<file path="src/rtl/dk_audio_pkg.sv">
// Shared audio types and I2S framing constants.
// Used by the sample FIFO and the I2S transmitter.
package dk_audio_pkg;

  typedef logic signed [15:0] sample_t;

  localparam int I2S_SLOT_BITS   = 32;
  localparam int I2S_FRAME_BITS  = 64;
  localparam int I2S_SAMPLE_BITS = 16;

  // Serial bit for slot position p (0..31):
  // one-bit delay after the word-select edge,
  // then 16 sample bits MSB first, then zeros.
  function automatic logic slot_bit(
    input sample_t    s,
    input logic [4:0] p
  );
    logic [4:0] w_idx;
    w_idx = 5'd16 - p;
    if (p >= 5'd1 && p <= 5'd16)
      return s[w_idx[3:0]];
    return 1'b0;
  endfunction

endpackage

</file>
<file path="src/rtl/dk_sample_fifo.sv">
// Synchronous sample FIFO, pop-before-push:
// a push is accepted on a full FIFO when a pop happens on the same clk.
module dk_sample_fifo
  import dk_audio_pkg::*;
#(
  parameter int DEPTH = 4
) (
  input  logic    i_clk,
  input  logic    i_reset,
  input  logic    i_push,
  input  sample_t i_data,
  input  logic    i_pop,
  output sample_t o_data,
  output logic    o_full,
  output logic    o_empty
);

  localparam int AW = $clog2(DEPTH);

  sample_t    r_mem [DEPTH];
  logic [AW:0] r_wr;
  logic [AW:0] r_rd;
  logic        w_do_pop;
  logic        w_do_push;

  assign o_empty   = (r_wr == r_rd);
  assign o_full    = (r_wr[AW] != r_rd[AW]) &&
                     (r_wr[AW-1:0] == r_rd[AW-1:0]);
  assign w_do_pop  = i_pop && !o_empty;
  assign w_do_push = i_push && (!o_full || w_do_pop);
  assign o_data    = r_mem[r_rd[AW-1:0]];

  // Read/write pointers with a wrap bit for full/empty.
  always_ff @(posedge i_clk) begin
    if (i_reset) begin
      r_wr <= '0;
      r_rd <= '0;
    end else begin
      if (w_do_push) r_wr <= r_wr + 1'b1;
      if (w_do_pop)  r_rd <= r_rd + 1'b1;
    end
  end

  // Storage array; contents need no reset.
  always_ff @(posedge i_clk) begin
    if (w_do_push) r_mem[r_wr[AW-1:0]] <= i_data;
  end

endmodule

</file>
<file path="src/rtl/dk_audio_i2s_tx.sv">
// Mono sample FIFO feeding a Philips I2S transmitter (sample on both slots).
// Define DK_I2S_TX_STATS_EN to implement the saturating underrun counter.
module dk_audio_i2s_tx
  import dk_audio_pkg::*;
#(
  parameter int CLOCK_RATE  = 24576000,
  parameter int SAMPLE_RATE = 48000,
  parameter int FIFO_DEPTH  = 4
) (
  input  logic        clk,
  input  logic        reset,
  input  logic        audio_clk_en,
  input  sample_t     in,
  output logic        i2s_bclk,
  output logic        i2s_lrclk,
  output logic        i2s_sdata,
  output logic        overflow,
  output logic        underrun,
  output logic [15:0] underrun_count
);

  localparam int HALF_BCLK = CLOCK_RATE / (SAMPLE_RATE * 128);
  localparam int DW = (HALF_BCLK > 1) ? $clog2(HALF_BCLK) : 1;

  generate
    if ((CLOCK_RATE % (SAMPLE_RATE * 128)) != 0 || HALF_BCLK < 2)
    begin : g_bad_rate
      $error("HALF_BCLK must be an integer >= 2");
    end
    if (FIFO_DEPTH < 2 || (FIFO_DEPTH & (FIFO_DEPTH - 1)) != 0)
    begin : g_bad_depth
      $error("FIFO_DEPTH must be a power of two >= 2");
    end
  endgenerate

  logic [DW-1:0] r_div;
  logic [5:0]    r_bit;
  sample_t       r_hold;
  logic          r_bclk;
  logic          r_lrclk;
  logic          r_sdata;
  logic          r_ovf;
  logic          r_unr;

  logic          w_div_wrap;
  logic          w_fall;
  logic [5:0]    w_next_bit;
  logic          w_frame_start;
  logic          w_pop;
  sample_t       w_fifo_data;
  logic          w_full;
  logic          w_empty;

  assign w_div_wrap    = (r_div == DW'(HALF_BCLK - 1));
  assign w_fall        = w_div_wrap && r_bclk;
  assign w_next_bit    = r_bit + 6'd1;
  assign w_frame_start = w_fall && (w_next_bit == 6'd0);
  assign w_pop         = w_frame_start && !w_empty;

  dk_sample_fifo #(
    .DEPTH (FIFO_DEPTH)
  ) u_fifo (
    .i_clk   (clk),
    .i_reset (reset),
    .i_push  (audio_clk_en),
    .i_data  (in),
    .i_pop   (w_pop),
    .o_data  (w_fifo_data),
    .o_full  (w_full),
    .o_empty (w_empty)
  );

  // Bit clock divider: toggle bclk each time the half-period count wraps.
  always_ff @(posedge clk) begin
    if (reset) begin
      r_div  <= '0;
      r_bclk <= 1'b0;
    end else if (w_div_wrap) begin
      r_div  <= '0;
      r_bclk <= ~r_bclk;
    end else begin
      r_div  <= r_div + 1'b1;
    end
  end

  // Frame sequencing on bclk falling edges: bit index, word select, data, hold pop.
  always_ff @(posedge clk) begin
    if (reset) begin
      r_bit   <= 6'd63;
      r_lrclk <= 1'b1;
      r_sdata <= 1'b0;
      r_hold  <= '0;
    end else if (w_fall) begin
      r_bit   <= w_next_bit;
      r_sdata <= slot_bit(r_hold, w_next_bit[4:0]);
      if (w_next_bit == 6'd0) begin
        r_lrclk <= 1'b0;
        if (!w_empty) r_hold <= w_fifo_data;
      end else if (w_next_bit == 6'd32) begin
        r_lrclk <= 1'b1;
      end
    end
  end

  // Sticky error flags: dropped push, frame started with nothing queued.
  always_ff @(posedge clk) begin
    if (reset) begin
      r_ovf <= 1'b0;
      r_unr <= 1'b0;
    end else begin
      if (audio_clk_en && w_full && !w_pop) r_ovf <= 1'b1;
      if (w_frame_start && w_empty)         r_unr <= 1'b1;
    end
  end

`ifdef DK_I2S_TX_STATS_EN
  logic [15:0] r_unr_cnt;

  // Saturating count of frames started with an empty FIFO.
  always_ff @(posedge clk) begin
    if (reset) begin
      r_unr_cnt <= 16'd0;
    end else if (w_frame_start && w_empty && r_unr_cnt != 16'hFFFF) begin
      r_unr_cnt <= r_unr_cnt + 16'd1;
    end
  end

  assign underrun_count = r_unr_cnt;
`else
  assign underrun_count = 16'd0;
`endif

  assign i2s_bclk  = r_bclk;
  assign i2s_lrclk = r_lrclk;
  assign i2s_sdata = r_sdata;
  assign overflow  = r_ovf;
  assign underrun  = r_unr;

endmodule

</file>
<file path="config.mk">
export PLATFORM = sky130hd
export DESIGN_NAME = dk_audio_i2s_tx
export DESIGN_NICKNAME = d
export VERILOG_FILES = /design/src/rtl/dk_audio_pkg.sv /design/src/rtl/dk_sample_fifo.sv /design/src/rtl/dk_audio_i2s_tx.sv
export SDC_FILE = /design/constraint.sdc
export NUM_CORES = 1
export LEC_CHECK = 0
export CAP_MARGIN = 20
export CORE_UTILIZATION = 42
export DETAILED_ROUTE_END_ITERATION = 8
export HOLD_SLACK_MARGIN = 0.1
export PLACE_DENSITY = 0.71
export SETUP_SLACK_MARGIN = 0.4
export SYNTH_ARGS = -nofsm -noshare
export SYNTH_HDL_FRONTEND = slang
export SYNTH_SLANG_ARGS = --single-unit
</file>
<file path="constraint.sdc">
create_clock -name clk -period 7.4 [get_ports clk]
set_clock_uncertainty 0.1 [all_clocks]
set_input_delay 1.85 -clock clk [delete_from_list [all_inputs] [get_ports clk]]
set_output_delay 1.85 -clock clk [all_outputs]
set_load 0.01 [all_outputs]
</file>
==> impl_results.md <==
* Pins over their slew limit at 0
* Initial DRT Pass Iterations at 4
* Post-CTS Setup Repair Bufs at 0
* Cell Int Power at 768 uW
* Final WL at 6810 um
* Final setup viols at 0
* DR WL/cell at 15.3 um
* Critical path arrival at 3.37 ns
* Worst-path fanout max at 17
* Post-synthesis compound-gate area fraction at 0.0345
* Max-Cap Viols at 0
* Worst hold path type: reg2reg
* Initial core utilization at 0.431
* Period utilisation layout at 0.468
* Cell taking the most area after synthesis: edfxtp_1
* NetSw at 245 uW
* Run status: complete, no violations
* Area Growth Syn to Fin at 10.8%
* Sequential fraction of the synthesis area at 0.629
* Nets at 333
* # IOs at 40
* CP required at 7.30 ns
* Syn Inst Count at 285
* VDD IR max at 117 uV
* Die width at 102 um
* GRT Residual Overflow at 0
* Cells on worst reg2reg path at 6
* CTS clk-pin slew, worst paths at 0.10 ns
* Hold Vio Cnt, Final at 0
* Reg power frac at 0.609
* Worst path max stage delay at 0.75 ns
* Switch share at 0.242
* Worst setup path end: u_fifo.r_mem[3][2]
* Yosys warning total at 0
* Vias in the first global route at 2,180
* DRC violations left at 0
* CTS tree: done
* Row count at 36
* H-tree depth at 3
* CTS buffer count at 9
* Static Leakage at 1.73 nW
* Post-Synth Adder-Cell Area at 0.0240
* Crit path cell chain: clkdlybuf4s50_1 > o21a_1 > and2_1
* Count leader, synth: edfxtp_1
* Reg2Reg Setup Slack at 4.09 ns
* Layout cells sized above 1 at 0.138
* Worst r2r src: r_bit[0]
* Detail Route Antenna Nets at 0
* Core ar. at 9680 um2
* First-pass GRT wire length at 11,000 um
* Largest family of logic cells by synthesized area: multiplexers
* Distinct cells, synth at 43
* Die area at 10,300 um2
* Min Tclk post-route at 3.47 ns
* Bufs on Longest Clock Path at 2
* Multiplexer area fraction after synthesis at 0.151
* Post-CTS Resized at 0
* Overall die height at 102 um
* Worst skew pair latency at 0.37 ns
* 1st-iter DRT viols at 114
* Cell area after synthesis at 4170 um2
* Comb pwr share at 0.059
* CP Launch Type: primary input
* Total Power at 1.01 mW
* Clk network pwr share at 0.332
* Yosys reg bits at 99
* GPL Wtd Cong at 0.771
* Ys async rst share at 0
* RR Endpoint: u_fifo.r_mem[3][2]
* Slowest CP cell: and2_1
* CP startpoint: audio_clk_en
* FMAX at 0.289 GHz
* I/O Buffers at 23
* Ant. Diodes at 0
* CTS Hold Bufs at 0
* Max transition margin at 0.361
* Synth Flop Type: edfxtp_1
* Post-synthesis area per instance at 14.6 um2
* Setup TNS at 0 ns
* Detailed-route via count at 2,229
* Least-Margin Pin Slew at 0.958 ns
* Synth Area in Simple Gates at 0.0873
* Initial antenna violation count at 0
* Setup CP Type: in2reg
* Synth area leaders: edfxtp_1 46%, dfxtp_1 17%, mux4_2 11%, mux2i_1 4.3%, buf_4 3.1%
* Commonest cells post-synth: 64 x edfxtp_1, 35 x dfxtp_1, 27 x nor2_1
* Critical Path End Type: flip-flop
* Via/cell ratio at 5.02
* Largest net degree at the start of global routing at 31
* XOR/XNOR Fraction of Synth Area at 0.0189
* Post-synth EDFFs at 64
* Power density over cell area at 219 nW/um2
* Total GRT Usage at 0.148
* RSZ-0062 raised after global routing: false
* Dpl hpwl at 4310 um
* Share of the synthesized area in the top cell type at 0.461
* TritonCTS Sinks at 99
* CTS root buffer: clkbuf_8
==> power groups by stage <==
stage	Sequential, mW	Combinational [mW]	Clock (mW)
floorplan	0.627	0.0420	0
global placement	0.629	0.0581	0
detailed placement	0.630	0.0601	0
CTS	0.618	0.0602	0.349
global route	0.619	0.0666	0.366
finish	0.617	0.0592	0.336
==> layout make-up <==
cell class / count / area, um2
inverter: 6 / 22.5
tap: 133 / 166
fill: 857 / 5060
clock inverter: 7 / 63.8
sequential: 99 / 2620
clock buffer: 9 / 124
timing repair buffer: 25 / 245
multi-input combinational: 165 / 1380
==> flip-flops by register name (all words and copies together) (netlist names), 2 cells and up <==
| name | flops |
|---|---|
| u_fifo.r_mem | 64 |
| r_hold | 16 |
| r_bit | 6 |
| u_fifo.r_rd | 3 |
| u_fifo.r_wr | 3 |
| r_div | 2 |
==> worst min path at each step <==
stage / from / endpoint / slack (ns) / depth (start not counted)
finish: r_div[0] / r_div[0] / 0.33 / 1
detailed placement: r_div[0] / r_div[0] / 0.32 / 1
floorplan: r_div[0] / r_div[0] / 0.30 / 1
CTS: r_div[0] / r_div[0] / 0.33 / 1
global placement: r_div[0] / r_div[0] / 0.31 / 1
global route: r_div[0] / r_div[0] / 0.35 / 1
==> kinds of logic (layout without fill, tap and decap cells) <==
group           Yosys count  count (layout)
xor+xnor                  9               9
compound gates           22              22
simple gates             72              72
buf+inv                  36              47
mux                      38              38
other cells               1              16
fa+ha+maj                 8               8
flops                    99              99
==> stage by stage <==
step                worst slack [ns]  utilization  hold slack (ns)  cells  instance area [um2]
floorplan                       4.37            -            0.304    300                 4230
global placement                3.56        0.458            0.312    428                 4430
detailed placement              3.52        0.458            0.320    428                 4430
CTS                             3.93        0.477            0.334    444                 4620
global route                    3.81        0.477            0.346    444                 4620
finish                          3.93        0.477            0.331    444                 4620
==> worst max-delay path: cells and delay by family <==
| family | cells | cell delay, ns |
|---|---|---|
| AOI/OAI and AO/OA | 1 | 0.27 |
| buffers and inverters | 1 | 0.48 |
| and+or+nand+nor | 1 | 0.75 |
==> cells in the final DEF (no fill, tap or decap), types with 7 or more instances in the layout <==
cell,instances
nor3_1,7
mux4_2,20
nand2_1,9
mux2i_1,18
conb_1,16
ha_1,8
nor2_1,27
clkdlybuf4s50_1,23
edfxtp_1,64
clkbuf_8,9
dfxtp_1,35
==> routing by layer <==
| layer | share of wire | global-route usage | vias up | wire length [um] |
|---|---|---|---|---|
| met4 | 0.011 | 0.0535 | 0 | 72 |
| met3 | 0.040 | 0.0449 | 7 | 274 |
| li1 | - | - | 1063 | - |
| met2 | 0.51 | 0.249 | 61 | 3460 |
| met1 | 0.44 | 0.181 | 1098 | 3010 |
| met5 | 0 | 0 | - | 0 |
(Power assumes the default switching activity.)
